$ cat src/rtl/mrv1_mem_arb_pkg.sv
// Shared types for the imem/dmem memory arbiter: request source IDs and counter width.
package mrv1_mem_arb_pkg;

   typedef enum logic {
      ARB_SRC_IMEM = 1'b0,
      ARB_SRC_DMEM = 1'b1
   } arb_src_e;

   localparam int unsigned ARB_STAT_W = 32;

   function automatic arb_src_e arb_other(input arb_src_e src);
      return (src == ARB_SRC_IMEM) ? ARB_SRC_DMEM : ARB_SRC_IMEM;
   endfunction

endpackage

$ cat src/rtl/mrv1_mem_arb_route_fifo.sv
// Source-ID FIFO remembering which requester owns each outstanding memory response.
module mrv1_mem_arb_route_fifo
   import mrv1_mem_arb_pkg::*;
#(
   parameter int unsigned DEPTH_P = 2
) (
   input  logic     clk_i,
   input  logic     rst_i,
   input  logic     push_i,
   input  arb_src_e push_src_i,
   input  logic     pop_i,
   output logic     full_o,
   output logic     empty_o,
   output arb_src_e head_o
);

   localparam int unsigned      PTR_W    = (DEPTH_P > 1) ? $clog2(DEPTH_P) : 1;
   localparam int unsigned      CNT_W    = $clog2(DEPTH_P + 1);
   localparam logic [PTR_W-1:0] PTR_LAST = PTR_W'(DEPTH_P - 1);
   localparam logic [CNT_W-1:0] CNT_FULL = CNT_W'(DEPTH_P);

   arb_src_e         mem_q [DEPTH_P];
   arb_src_e         mem_d [DEPTH_P];
   logic [PTR_W-1:0] wr_ptr_q, wr_ptr_d;
   logic [PTR_W-1:0] rd_ptr_q, rd_ptr_d;
   logic [CNT_W-1:0] cnt_q, cnt_d;
   logic             do_push, do_pop;

   // Push is refused at full even alongside a pop: there is no full-bypass path
   always_comb begin
      do_push  = push_i && (cnt_q != CNT_FULL);
      do_pop   = pop_i && (cnt_q != '0);
      mem_d    = mem_q;
      wr_ptr_d = wr_ptr_q;
      rd_ptr_d = rd_ptr_q;
      cnt_d    = cnt_q;
      if (do_push) begin
         mem_d[wr_ptr_q] = push_src_i;
         wr_ptr_d        = (wr_ptr_q == PTR_LAST) ? '0 : wr_ptr_q + PTR_W'(1);
      end
      if (do_pop) begin
         rd_ptr_d = (rd_ptr_q == PTR_LAST) ? '0 : rd_ptr_q + PTR_W'(1);
      end
      if (do_push && !do_pop) begin
         cnt_d = cnt_q + CNT_W'(1);
      end else if (!do_push && do_pop) begin
         cnt_d = cnt_q - CNT_W'(1);
      end
   end

   always_ff @(posedge clk_i or posedge rst_i) begin
      if (rst_i) begin
         mem_q    <= '{default: ARB_SRC_IMEM};
         wr_ptr_q <= '0;
         rd_ptr_q <= '0;
         cnt_q    <= '0;
      end else begin
         mem_q    <= mem_d;
         wr_ptr_q <= wr_ptr_d;
         rd_ptr_q <= rd_ptr_d;
         cnt_q    <= cnt_d;
      end
   end

   assign full_o  = (cnt_q == CNT_FULL);
   assign empty_o = (cnt_q == '0);
   assign head_o  = mem_q[rd_ptr_q];

endmodule

$ cat src/rtl/mrv1_mem_arbiter.sv
// Round-robin arbiter sharing one TCM port between imem and dmem, with in-order response routing.
// Define MRV1_MEM_ARB_STATS_EN to build the accepted-request and stall performance counters.
module mrv1_mem_arbiter
   import mrv1_mem_arb_pkg::*;
#(
   parameter int unsigned ADDR_WIDTH_P = 32,
   parameter int unsigned DATA_WIDTH_P = 32,
   parameter int unsigned MAX_OUTST_P  = 2
) (
   input  logic                        clk_i,
   input  logic                        rst_i,
   input  logic                        imem_req_vld_i,
   output logic                        imem_req_rdy_o,
   input  logic [ADDR_WIDTH_P-1:0]     imem_req_addr_i,
   output logic                        imem_resp_vld_o,
   output logic [DATA_WIDTH_P-1:0]     imem_resp_data_o,
   input  logic                        dmem_req_vld_i,
   output logic                        dmem_req_rdy_o,
   input  logic [ADDR_WIDTH_P-1:0]     dmem_req_addr_i,
   input  logic                        dmem_req_w_en_i,
   input  logic [DATA_WIDTH_P/8-1:0]   dmem_req_w_be_i,
   input  logic [DATA_WIDTH_P-1:0]     dmem_req_w_data_i,
   output logic                        dmem_resp_vld_o,
   output logic                        dmem_resp_err_o,
   output logic [DATA_WIDTH_P-1:0]     dmem_resp_r_data_o,
   output logic                        mem_req_vld_o,
   input  logic                        mem_req_rdy_i,
   output logic [ADDR_WIDTH_P-1:0]     mem_req_addr_o,
   output logic                        mem_req_w_en_o,
   output logic [DATA_WIDTH_P/8-1:0]   mem_req_w_be_o,
   output logic [DATA_WIDTH_P-1:0]     mem_req_w_data_o,
   input  logic                        mem_resp_vld_i,
   input  logic                        mem_resp_err_i,
   input  logic [DATA_WIDTH_P-1:0]     mem_resp_r_data_i,
   output logic [ARB_STAT_W-1:0]       stat_imem_cnt_o,
   output logic [ARB_STAT_W-1:0]       stat_dmem_cnt_o,
   output logic [ARB_STAT_W-1:0]       stat_stall_cnt_o
);

   arb_src_e last_grant_q, last_grant_d;
   arb_src_e grant_src;
   arb_src_e fifo_head;
   logic     fifo_full, fifo_empty;
   logic     mem_hs, resp_pop;

   // On conflict the source that did not win the last handshake goes next
   always_comb begin
      if (imem_req_vld_i && dmem_req_vld_i) begin
         grant_src = arb_other(last_grant_q);
      end else if (imem_req_vld_i) begin
         grant_src = ARB_SRC_IMEM;
      end else begin
         grant_src = ARB_SRC_DMEM;
      end
   end

   always_comb begin
      mem_req_vld_o    = (imem_req_vld_i | dmem_req_vld_i) & ~fifo_full & ~rst_i;
      mem_hs           = mem_req_vld_o & mem_req_rdy_i;
      imem_req_rdy_o   = (grant_src == ARB_SRC_IMEM) & mem_req_rdy_i & ~fifo_full & ~rst_i;
      dmem_req_rdy_o   = (grant_src == ARB_SRC_DMEM) & mem_req_rdy_i & ~fifo_full & ~rst_i;
      mem_req_addr_o   = imem_req_addr_i;
      mem_req_w_en_o   = 1'b0;
      mem_req_w_be_o   = '0;
      mem_req_w_data_o = '0;
      if (grant_src == ARB_SRC_DMEM) begin
         mem_req_addr_o   = dmem_req_addr_i;
         mem_req_w_en_o   = dmem_req_w_en_i;
         mem_req_w_be_o   = dmem_req_w_be_i;
         mem_req_w_data_o = dmem_req_w_data_i;
      end
      last_grant_d = mem_hs ? grant_src : last_grant_q;
   end

   always_ff @(posedge clk_i or posedge rst_i) begin
      if (rst_i) begin
         last_grant_q <= ARB_SRC_DMEM;
      end else begin
         last_grant_q <= last_grant_d;
      end
   end

   mrv1_mem_arb_route_fifo #(
      .DEPTH_P (MAX_OUTST_P)
   ) u_route_fifo (
      .clk_i      (clk_i),
      .rst_i      (rst_i),
      .push_i     (mem_hs),
      .push_src_i (grant_src),
      .pop_i      (resp_pop),
      .full_o     (fifo_full),
      .empty_o    (fifo_empty),
      .head_o     (fifo_head)
   );

   // Responses arriving with nothing outstanding are dropped without a pulse
   always_comb begin
      resp_pop           = mem_resp_vld_i & ~fifo_empty & ~rst_i;
      imem_resp_vld_o    = resp_pop & (fifo_head == ARB_SRC_IMEM);
      dmem_resp_vld_o    = resp_pop & (fifo_head == ARB_SRC_DMEM);
      imem_resp_data_o   = mem_resp_r_data_i;
      dmem_resp_r_data_o = mem_resp_r_data_i;
      dmem_resp_err_o    = mem_resp_err_i;
   end

`ifdef MRV1_MEM_ARB_STATS_EN
   logic [ARB_STAT_W-1:0] stat_imem_q, stat_imem_d;
   logic [ARB_STAT_W-1:0] stat_dmem_q, stat_dmem_d;
   logic [ARB_STAT_W-1:0] stat_stall_q, stat_stall_d;
   logic                  imem_stall, dmem_stall;

   // Stalls count per requester, so a blocked conflict adds two per cycle
   always_comb begin
      imem_stall   = imem_req_vld_i & ~imem_req_rdy_o;
      dmem_stall   = dmem_req_vld_i & ~dmem_req_rdy_o;
      stat_imem_d  = stat_imem_q + ARB_STAT_W'(imem_req_vld_i & imem_req_rdy_o);
      stat_dmem_d  = stat_dmem_q + ARB_STAT_W'(dmem_req_vld_i & dmem_req_rdy_o);
      stat_stall_d = stat_stall_q + ARB_STAT_W'(imem_stall) + ARB_STAT_W'(dmem_stall);
   end

   always_ff @(posedge clk_i or posedge rst_i) begin
      if (rst_i) begin
         stat_imem_q  <= '0;
         stat_dmem_q  <= '0;
         stat_stall_q <= '0;
      end else begin
         stat_imem_q  <= stat_imem_d;
         stat_dmem_q  <= stat_dmem_d;
         stat_stall_q <= stat_stall_d;
      end
   end

   assign stat_imem_cnt_o  = stat_imem_q;
   assign stat_dmem_cnt_o  = stat_dmem_q;
   assign stat_stall_cnt_o = stat_stall_q;
`else
   assign stat_imem_cnt_o  = '0;
   assign stat_dmem_cnt_o  = '0;
   assign stat_stall_cnt_o = '0;
`endif

`ifndef SYNTHESIS
   always @(posedge clk_i) begin
      if (!rst_i) begin
         assert (!(mem_resp_vld_i && fifo_empty))
            else $warning("mrv1_mem_arbiter: response with no outstanding request dropped");
      end
   end
`endif

endmodule
$ cat config.mk
export PLATFORM = sky130hd
export DESIGN_NAME = mrv1_mem_arbiter
export DESIGN_NICKNAME = d
export VERILOG_FILES = /design/src/rtl/mrv1_mem_arb_pkg.sv /design/src/rtl/mrv1_mem_arb_route_fifo.sv /design/src/rtl/mrv1_mem_arbiter.sv
export SDC_FILE = /design/constraint.sdc
export NUM_CORES = 1
export LEC_CHECK = 0
export ABC_CLOCK_PERIOD_IN_PS = 1400
export BUFFER_PORTS_ARGS = -buffer_cell sky130_fd_sc_hd__buf_2
export CORE_AREA = 2 2 145 147
export CTS_CLUSTER_SIZE = 16
export DETAILED_ROUTE_END_ITERATION = 8
export DIE_AREA = 0 0 147 149
export GPL_TIMING_DRIVEN = 0
export PLACE_DENSITY = 0.44
export SLEW_MARGIN = 20
export SYNTH_ARGS = -nofsm -noshare
export SYNTH_HDL_FRONTEND = slang
export SYNTH_SLANG_ARGS = --single-unit
$ cat constraint.sdc
create_clock -name clk_i -period 1.4 [get_ports clk_i]
set_input_delay 0 -clock clk_i [delete_from_list [all_inputs] [get_ports clk_i]]
set_output_delay 0 -clock clk_i [all_outputs]
set_load 0.02 [all_outputs]
# --- Word level (Yosys, flattened, before mapping) ---
# Cells that the tools add are included.
word_totals:
  ff_bits: 7
  input_bits: 140
  out_inout_bits: 235
  word_cells: 64
classes:
  addsub: 4
  n_lt_le_gt_ge: 3
  n_eq_ne: 2
  muxes: 17
  n_bitwise: 21
  n_reduce_logical: 11
ops:
  columns: ["op", "count"]
  rows:
  - ["2-to-1 mux 32 bit", 2]
  - ["bitwise AND 1 bit", 13]
  - ["2-to-1 mux 1 bit", 10]
  - ["logical AND 1 bit", 6]
  - ["inverter 1 bit", 5]
  - [">= comparator 2 bit, second input constant", 2]
  - ["2-to-1 mux 2 bit", 2]
  - ["2-to-1 mux 4 bit", 1]
  - ["inverter 1 -> 2 bit", 2]
  - ["nonzero test 2 bit", 2]
  - ["adder 1 bit, second input constant", 2]
  - ["adder 2 x 1 -> 2 bit, second input constant", 1]
  - ["bitwise mux 2 bit", 1]
  - ["== test 2 bit, second input constant", 1]
  - ["logical NOT 1 bit", 2]
  - ["logical NOT 2 bit", 1]
  - ["< comparator 2 x 1 -> 1 bit, second input constant", 1]
  - ["inequality test 2 bit, second input constant", 1]
  - ["subtractor 2 x 1 -> 2 bit, second input constant", 1]
  - ["demux 1 bit (select 1 bit)", 1]
  - ["bitwise OR 1 bit", 1]

# --- Longest topological paths before layout ---
# Gate-level depths: netlist of the first run.
logic_depth:
  depth_word: 10
  mapped_depth: 6
  depth_no_buf: 6

# --- By module ---
# Synthesis of the first run repeated with hierarchy kept, for this count alone.
hier_totals:
  hier_cells: 279
  area_unflattened_um2: 2379.8
modules_own_cells:
  columns: ["mod", "n_inst", "cells_each", "area_per_inst_um2", "seq_area_each_um2"]
  rows:
  - ["mrv1_mem_arbiter", 1, 255, 2092.0, 26.3]
  - ["mrv1_mem_arb_route_fifo", 1, 24, 287.8, 150.1]

# --- Worst setup path before layout of the first run ---
# Ideal clock, no wire load.
synth_path:
  path_type: "reg2reg"
  from: "register u_route_fifo.cnt_q[0]"
  to: "register u_route_fifo.cnt_q[1]"
  setup_ps: 125
  t_arrival_ps: 1268
  t_required_ps: 1275
  setup_slack_ps: 7
  stages_incl_launch_ff: 6
  n_path_buf: 0
  synth_period_minus_slack_ps: 1393
  path_cell_list: "dfrtp_1 > o211ai_1 > ha_1 > xor2_1 > nor2_1 > xor2_1"
synth_between:
  elab_chain_cells: 9
  elab_cells_between_ends: 22
  classes_between: "2 x add/sub; 2 x eq/ne; 2 x mux; 7 x bitwise; 9 x reduce/logical"
synth_rtl:
  columns: ["item", "line", "text"]
  rows:
  - ["start, declared", "mrv1_mem_arb_route_fifo.sv:26", "logic [CNT_W-1:0] cnt_q, cnt_d;"]
  - ["start signal, assigned", "mrv1_mem_arb_route_fifo.sv:61", "cnt_q <= cnt_d;"]
  - ["== test 2 bit", "mrv1_mem_arb_route_fifo.sv:65", "assign full_o = (cnt_q == CNT_FULL);"]
  - ["inverter 1 bit", "mrv1_mem_arbiter.sv:58", "mem_req_vld_o = (imem_req_vld_i | dmem_req_vld_i) & ~fifo_full & ~rst_i;"]
  - ["bitwise AND 1 bit (2 in a row)", "mrv1_mem_arbiter.sv:58", null]
  - ["bitwise AND 1 bit", "mrv1_mem_arbiter.sv:59", "mem_hs = mem_req_vld_o & mem_req_rdy_i;"]
  - ["logical AND 1 bit", "mrv1_mem_arb_route_fifo.sv:31", "do_push = push_i && (cnt_q != CNT_FULL);"]
  - ["logical NOT 1 bit", "mrv1_mem_arb_route_fifo.sv:46", "end else if (!do_push && do_pop) begin"]
  - ["logical AND 1 bit", "mrv1_mem_arb_route_fifo.sv:46", null]
  - ["nonzero test 2 bit (no source line)", null, null]
# Parallel ways exist; a longest one is shown, timed or not. The select of a mux whose other input is x is not followed.
# A chain may end at the register's enable or synchronous reset.

# --- Worst setup path after layout of the first run ---
layout_path:
  from: "register last_grant_q"
  to: "output mem_req_addr_o[25]"
layout_between:
  elab_chain_cells: 3
layout_rtl:
  columns: ["item", "line", "text"]
  rows:
  - ["start, declared", "mrv1_mem_arbiter.sv:40", "arb_src_e last_grant_q, last_grant_d;"]
  - ["start signal, assigned", "mrv1_mem_arbiter.sv:79", "last_grant_q <= last_grant_d;"]
  - ["2-to-1 mux 1 bit", "mrv1_mem_arb_pkg.sv:12", "return (src == ARB_SRC_IMEM) ? ARB_SRC_DMEM : ARB_SRC_IMEM;"]
  - ["2-to-1 mux 1 bit", "mrv1_mem_arbiter.sv:48", "if (imem_req_vld_i && dmem_req_vld_i) begin"]
  - ["2-to-1 mux 32 bit", "mrv1_mem_arbiter.sv:66", "if (grant_src == ARB_SRC_DMEM) begin"]
  - ["end, declared", "mrv1_mem_arbiter.sv:28", "output logic [ADDR_WIDTH_P-1:0] mem_req_addr_o,"]
# Every way passes these cells.

==> results of run 1 <==
[stage by stage]
stage	setup slack (ns)	power [W]	setup TNS, ns	hold slack [ns]
3_3_place_gp	-0.191	0.00281	-2.02	-0.0222
3_5_place_dp	-0.150	0.00281	-1.74	-0.0193
2_1_floorplan	0.00721	0.00214	0	-0.189
5_1_grt	-0.237	0.00406	-13.98	0.220
6_report	-0.178	0.00382	-8.77	0.200
4_1_cts	-0.210	0.00375	-11.61	0.202
[cell type report]
| class | instances | area, µm² |
|---|---|---|
| Buffer | 169 | 1320 |
| Clock buffer | 4 | 78.8 |
| Fill cell | 2295 | 15800 |
| Inverter | 2 | 7.51 |
| Multi-Input combinational cell | 189 | 1260 |
| Sequential cell | 7 | 178 |
| Tap cell | 275 | 344 |
| Timing Repair Buffer | 254 | 1550 |
[sequential cells by signal, summed over array words and instances, names as in the netlist]
register,flops
u_route_fifo.mem_q,2
u_route_fifo.rd_ptr_q,1
u_route_fifo.wr_ptr_q,1
u_route_fifo.cnt_q,2
last_grant_q,1
[path summary, 6_finish.rpt]
check / startpoint / endpoint / slack (ns) / cells after the start
worst min-delay path: mem_resp_vld_i / u_route_fifo.rd_ptr_q$_DFFE_PP0P_ / 0.20 / 4
min in group asynchronous: rst_i / u_route_fifo.mem_q[1]$_DFFE_PP0P_ / 0.32 / 3
worst max register to register: last_grant_q$_DFFE_PP1P_ / u_route_fifo.mem_q[1]$_DFFE_PP0P_ / 0.01 / 5
max in group asynchronous: rst_i / u_route_fifo.cnt_q[0]$_DFFE_PP0P_ / 0.83 / 3
worst min register to register: u_route_fifo.rd_ptr_q$_DFFE_PP0P_ / u_route_fifo.rd_ptr_q$_DFFE_PP0P_ / 0.49 / 1
worst max-delay path: last_grant_q$_DFFE_PP1P_ / mem_req_addr_o[25] / -0.18 / 5
[critical path: stages (launching register included)]
cell	delay [ns]
dfstp_2	0.54
o21ai_2	0.06
buf_6	0.14
buf_12	0.14
mux2_4	0.31
buf_6	0.13
[repair_timing]
item,CTS,global route
endpoints found under the setup margin,74,75
setup buffers,7,0
pin swaps,2,1
hold buffers,2,0
hold endpoints to repair,6,0
gates resized for setup,104,20
[synthesized netlist by cell type, types with 2 or more instances]
library cell and number:
nor3_1 2, nor2_1 3, mux2_2 34, xnor2_1 2
clkbuf_2 2, buf_6 2, buf_4 163, xor2_1 3
buf_2 2, inv_1 2, dfrtp_1 6, and2_1 37
[kinds of logic (layout without fill, tap and decap cells)]
| kind of cell | after synthesis | after routing |
|---|---|---|
| xor+xnor | 5 | 5 |
| compound gates | 2 | 2 |
| simple gates | 49 | 49 |
| buf+inv | 171 | 429 |
| flops | 7 | 7 |
| fa+ha+maj | 1 | 1 |
| mux | 36 | 36 |
| other cells | 1 | 96 |
[report_power, final]
part	total [W]	switching [W]	internal [W]	leakage, nW
clock network	0.000495	0.000116	0.000380	0.0382
logic	0.00290	0.00143	0.00147	2.68
registers	0.000428	0.000104	0.000324	0.0793
total	0.00382	0.00165	0.00217	2.79
[per-layer routing]
layer | global-route usage, % | vias up
li1 | - | 1305
met1 | 7.73 | 1058
met2 | 14.7 | 187
met3 | 1.47 | 5
met4 | 0.721 | 0
met5 | 0 | -
==> results by group, run 1 <==
Outcome
  • Outcome: complete, but fails checks
  • Failing checks: setup timing

CTS
  • Root buffer cell: clkbuf_16
  • Clk slew on worst S/H paths: 0.04 ns
  • Later-pin clock latency in the skew report: approximately 0.23 ns
  • H-tree Lvls: 1
  • Clk buf depth: 2
  • Clock sinks: 7
  • TritonCTS Buffers: 3
  • CTS tree: yes

Drt
  • Met1 wire length: 3200 µm
  • TritonRoute pass-1 iters: 3
  • Post-Route WL: 9050 µm
  • Metal2 WL: just under 5000 µm
  • Vias per cell: 2.84
  • Met3 wire len: slightly below 900 µm
  • WL per Instance: 10.1 µm
  • DRC Markers: 0
  • Routed via count: 2555
  • Antenna Nets Post-Route: 0
  • DR iter-0 viols: 7
  • Top Layer Used: met4

Timing
  • Actual slew at the worst max-slew pin: roughly 0.75 ns
  • Relative slew margins: 50.0%
  • Max Fclk: between 600 and 700 MHz
  • Final setup viols: 71
  • Setup WS post-layout: -0.178 ns
  • RSZ-0062 raised after global routing: yes
  • Final Skew: 0.00143 ns
  • Period minus WS final: 1.58 ns
  • Final cycle utilization of the critical path: 113%
  • Slew Limit Fails: 0
  • Final Hold Violating Endpoints: 0

Setup path
  • CP Data Arrival Time: 1.58 ns
  • Kind of critical path: reg -> out
  • WP data required: 1.40 ns
  • Worst-path fanout max: 9
  • CP Launch Type: register
  • Worst Setup End Kind: output port

Synth
  • Simple-gate area share of the yosys netlist: between 10% and 20%
  • Syn Area/Cell: 8.31 µm²
  • Yosys reg bits: 7
  • Adder-cell share of the synthesized area: less than 1%
  • Mapped Area: 2260 µm²
  • Synth Warn #: 0
  • Top FF cell, synth: dfrtp_1
  • Xor/xnor share of the synthesized area: 1.94%
  • Synth top area share: 54.2%
  • Multiplexer share of the synthesized area: 17.9%
  • Synth area leader: buf_4
  • Synth area leaders: buf_4 54%, mux2_2 17%, and2_1 10%
  • Post-synth EDFFs: 0
  • Cells after Synth: about 270
  • Main combinational cell family by area after synthesis: buffers and inverters
  • Async set-or-reset flop fraction in the synthesized netlist: 100%
  • Distinct cell type count after synthesis: 26
  • Synth Area in Compound Gates: 0.554%
  • Sequential area share after synthesis: under 10%

GRT
  • Initial antenna violation count: 0
  • Vias in the first global route: around 2300
  • Pin count of the biggest net entering global routing: 11
  • Total track usage: 7.17%
  • Grt total ovfl: 0
  • First-pass GRT wire length: 12300 µm

Power
  • P_leak: 2.79 nW
  • Cell Pwr Density: 806 nW/µm²
  • Peak supply drop: 0.355 mV

Layout
  • Final nets: 767
  • Post-route cell area: about 4700 µm²
  • Layout cells sized above 1: about 78%
  • Most common cell after layout, fill and taps aside: buf_2
  • Area Overhead vs Synth: 110%
  • N_diodes: 0
  • Post-Layout Cell Count: 900
  • Commonest non-fill, non-tap cells in the layout: 203 x buf_2, 170 x buf_4, 96 x conb_1
  • Core Util, Final: 23.1%

Floorplan
  • FP Rows: 53
  • Core area: 20600 µm²
  • Ports: roughly 380
  • Die X: 147 µm
  • Die H: 149 µm
  • Die ar.: around 22000 µm²
  • Initial core utilization: 11.0%

Placement
  • HPWL after DPL: about 8100 µm
  • Placed Area: about 4200 µm²
  • # port buffers: 245
  • Routability cong.: 0.756
  • Inst Count DP: 887

Flow run
  • Max Cap Viol: 0

Worst hold path
  • Min-delay worst type: in -> reg
Power figures use the tool's default switching activity.
==> run 2, diff against run 1 <==
- ABC_CLOCK_PERIOD_IN_PS: 1400 -> 1700
- PLACE_DENSITY: 0.44 -> 0.42
- clock period: 1.4 -> 1.7 ns (I/O delays scaled with it)
==> results by group, run 2 (same netlist as run 1, synthesis figures left out) <==
Outcome
  • Outcome: completed

Floorplan
  • Die H: 149 µm
  • Die ar.: 21900 µm²
  • FP Rows: 53
  • Initial core utilization: ~11%
  • Core area: 20600 µm²
  • Ports: 375
  • Die X: 147 µm

CTS
  • Root buffer cell: clkbuf_16
  • TritonCTS Buffers: 3
  • CTS tree: yes
  • Clk buf depth: 2
  • Clock sinks: 7
  • Later-pin clock latency in the skew report: 0.23 ns
  • Clk slew on worst S/H paths: 0.04 ns
  • H-tree Lvls: 1

Setup path
  • Worst reg2reg startpoint: u_route_fifo.cnt_q[0]$_DFFE_PP0P_
  • Kind of critical path: reg -> out
  • Worst-path fanout max: 10
  • CP Launch Type: register
  • CP Data Arrival Time: roughly 1.6 ns
  • WP data required: 1.70 ns
  • Worst Setup End Kind: output port
  • Crit path from: last_grant_q$_DFFE_PP1P_

Timing
  • Final Hold Violating Endpoints: 0
  • Period minus WS final: 1.62 ns
  • RSZ-0062 raised after global routing: yes
  • Slew Limit Fails: 0
  • Setup WS post-layout: 0.0760 ns
  • Final Skew: 0.00162 ns
  • Relative slew margins: 57.5%
  • Final cycle utilization of the critical path: 95.5%
  • Actual slew at the worst max-slew pin: 0.636 ns
  • Max Fclk: 616 MHz
  • Final setup viols: 0

Power
  • Total power: 0.00276 W
  • Peak supply drop: ~0.21 mV
  • Switching Share: 46.1%
  • Internal Pwr Total: 0.00149 W
  • Clock group share of total power: 14.3%
  • P_leak: 2.63 nW
  • Register share of total power: 12.6%
  • Sw power: 0.00127 W
  • Cell Pwr Density: 638 nW/µm²
  • Logic pwr share: 73.1%

Layout
  • Top flop regs: u_route_fifo.cnt_q: 2 flops, u_route_fifo.mem_q: 2 flops
  • Layout cells sized above 1: 74.7%
  • Most common cell after layout, fill and taps aside: buf_2
  • Final nets: 762
  • Commonest non-fill, non-tap cells in the layout: 249 x buf_2, 164 x buf_4, 96 x conb_1
  • N_diodes: 0
  • Area Overhead vs Synth: 91.6%

Placement
  • HPWL after DPL: 8200 µm
  • Routability cong.: 0.722
  • Pre-CTS WS: 0.140 ns
  • # port buffers: 245

GRT
  • Pin count of the biggest net entering global routing: 11
  • Total track usage: ~7.2%
  • Initial antenna violation count: 0
  • First-pass GRT wire length: 12200 µm
  • Grt total ovfl: 0
  • Vias in the first global route: approximately 2300

Drt
  • Vias per cell: 2.80
  • DRC Markers: 0
  • Post-Route WL: 9020 µm
  • DR iter-0 viols: 33
  • TritonRoute pass-1 iters: 4
  • Antenna Nets Post-Route: 0
  • Routed via count: about 2500
  • WL per Instance: ~10 µm

Worst hold path
  • Hold path start: mem_resp_vld_i
  • Min-delay worst type: in -> reg

Flow run
  • Max Cap Viol: 0
==> run 2: cell types whose count changed in the layout (fill, tap and decap cells not counted), moves of 2 or more <==
cell,change
buf_6,-40
and2_1,+18
clkbuf_4,-2
and2_4,-18
buf_4,-6
buf_2,+46
mux2_4,-2
==> run 2: power groups by stage <==
stage / clock network (W) / logic [W] / registers, W
after floorplan: 0 / 0.00143 / 0.000326
after global placement: 0 / 0.00200 / 0.000347
after detailed placement: 0 / 0.00199 / 0.000350
after CTS: 0.000404 / 0.00203 / 0.000349
after global routing: 0.000418 / 0.00218 / 0.000365
final: 0.000394 / 0.00202 / 0.000349
==> run 2: final cells by class <==
cell class              instances  area [µm²]
flip-flops and latches          7         176
fillers                      2328       16200
clock buffers                   4        78.8
repair buffers                249        1270
inverters                       2        7.51
plain buffers                 169        1270
multi-input cells             189        1180
well taps                     275         344
==> run 2: worst paths after layout <==
kind,slack [ns],endpoint,depth (start not counted)
min reg2reg,0.49,u_route_fifo.rd_ptr_q$_DFFE_PP0P_,1
min,0.16,u_route_fifo.rd_ptr_q$_DFFE_PP0P_,3
max,0.08,mem_req_w_data_o[30],6
max reg2reg,0.16,u_route_fifo.cnt_q[1]$_DFFE_PP0P_,6
max in group asynchronous,1.09,last_grant_q$_DFFE_PP1P_,3
min in group asynchronous,0.31,u_route_fifo.mem_q[0]$_DFFE_PP0P_,3
==> run 2: metal layers <==
| layer | vias up | wire length (µm) | track usage, % |
|---|---|---|---|
| met3 | 4 | 940 | 1.68 |
| met4 | 0 | 86 | 1.30 |
| li1 | 1295 | - | - |
| met5 | - | 0 | 0 |
| met1 | 1019 | 3140 | 7.45 |
| met2 | 192 | 4850 | 14.7 |
==> run 2: timing repair <==
action,4_1_cts,5_1_grt
endpoints found under the setup margin,23,44
endpoints found under the hold margin,7,0
hold buffers,1,0
pin swaps,0,0
gates cloned,0,0
gates resized for setup,1,6
buffers inserted,3,0
==> run 2: metrics by stage <==
stage                     cell area, µm²  setup TNS, ns  util (%)  cells  hold slack (ns)
after floorplan                     2620              0         -    367           -0.189
after global placement              4190              0      20.4    887          -0.0211
after detailed placement            4190              0      20.4    887          -0.0251
after CTS                           4310              0      21.0    895            0.167
after global routing                4330       -0.00252      21.1    895            0.192
final                               4330              0      21.1    895            0.164
==> run 2: worst max-delay path, stage by stage (launching register included) <==
cell	delay, ns
dfstp_2	0.54
o21ai_2	0.06
buf_6	0.14
buf_12	0.13
buf_2	0.16
and2_1	0.19
buf_2	0.17
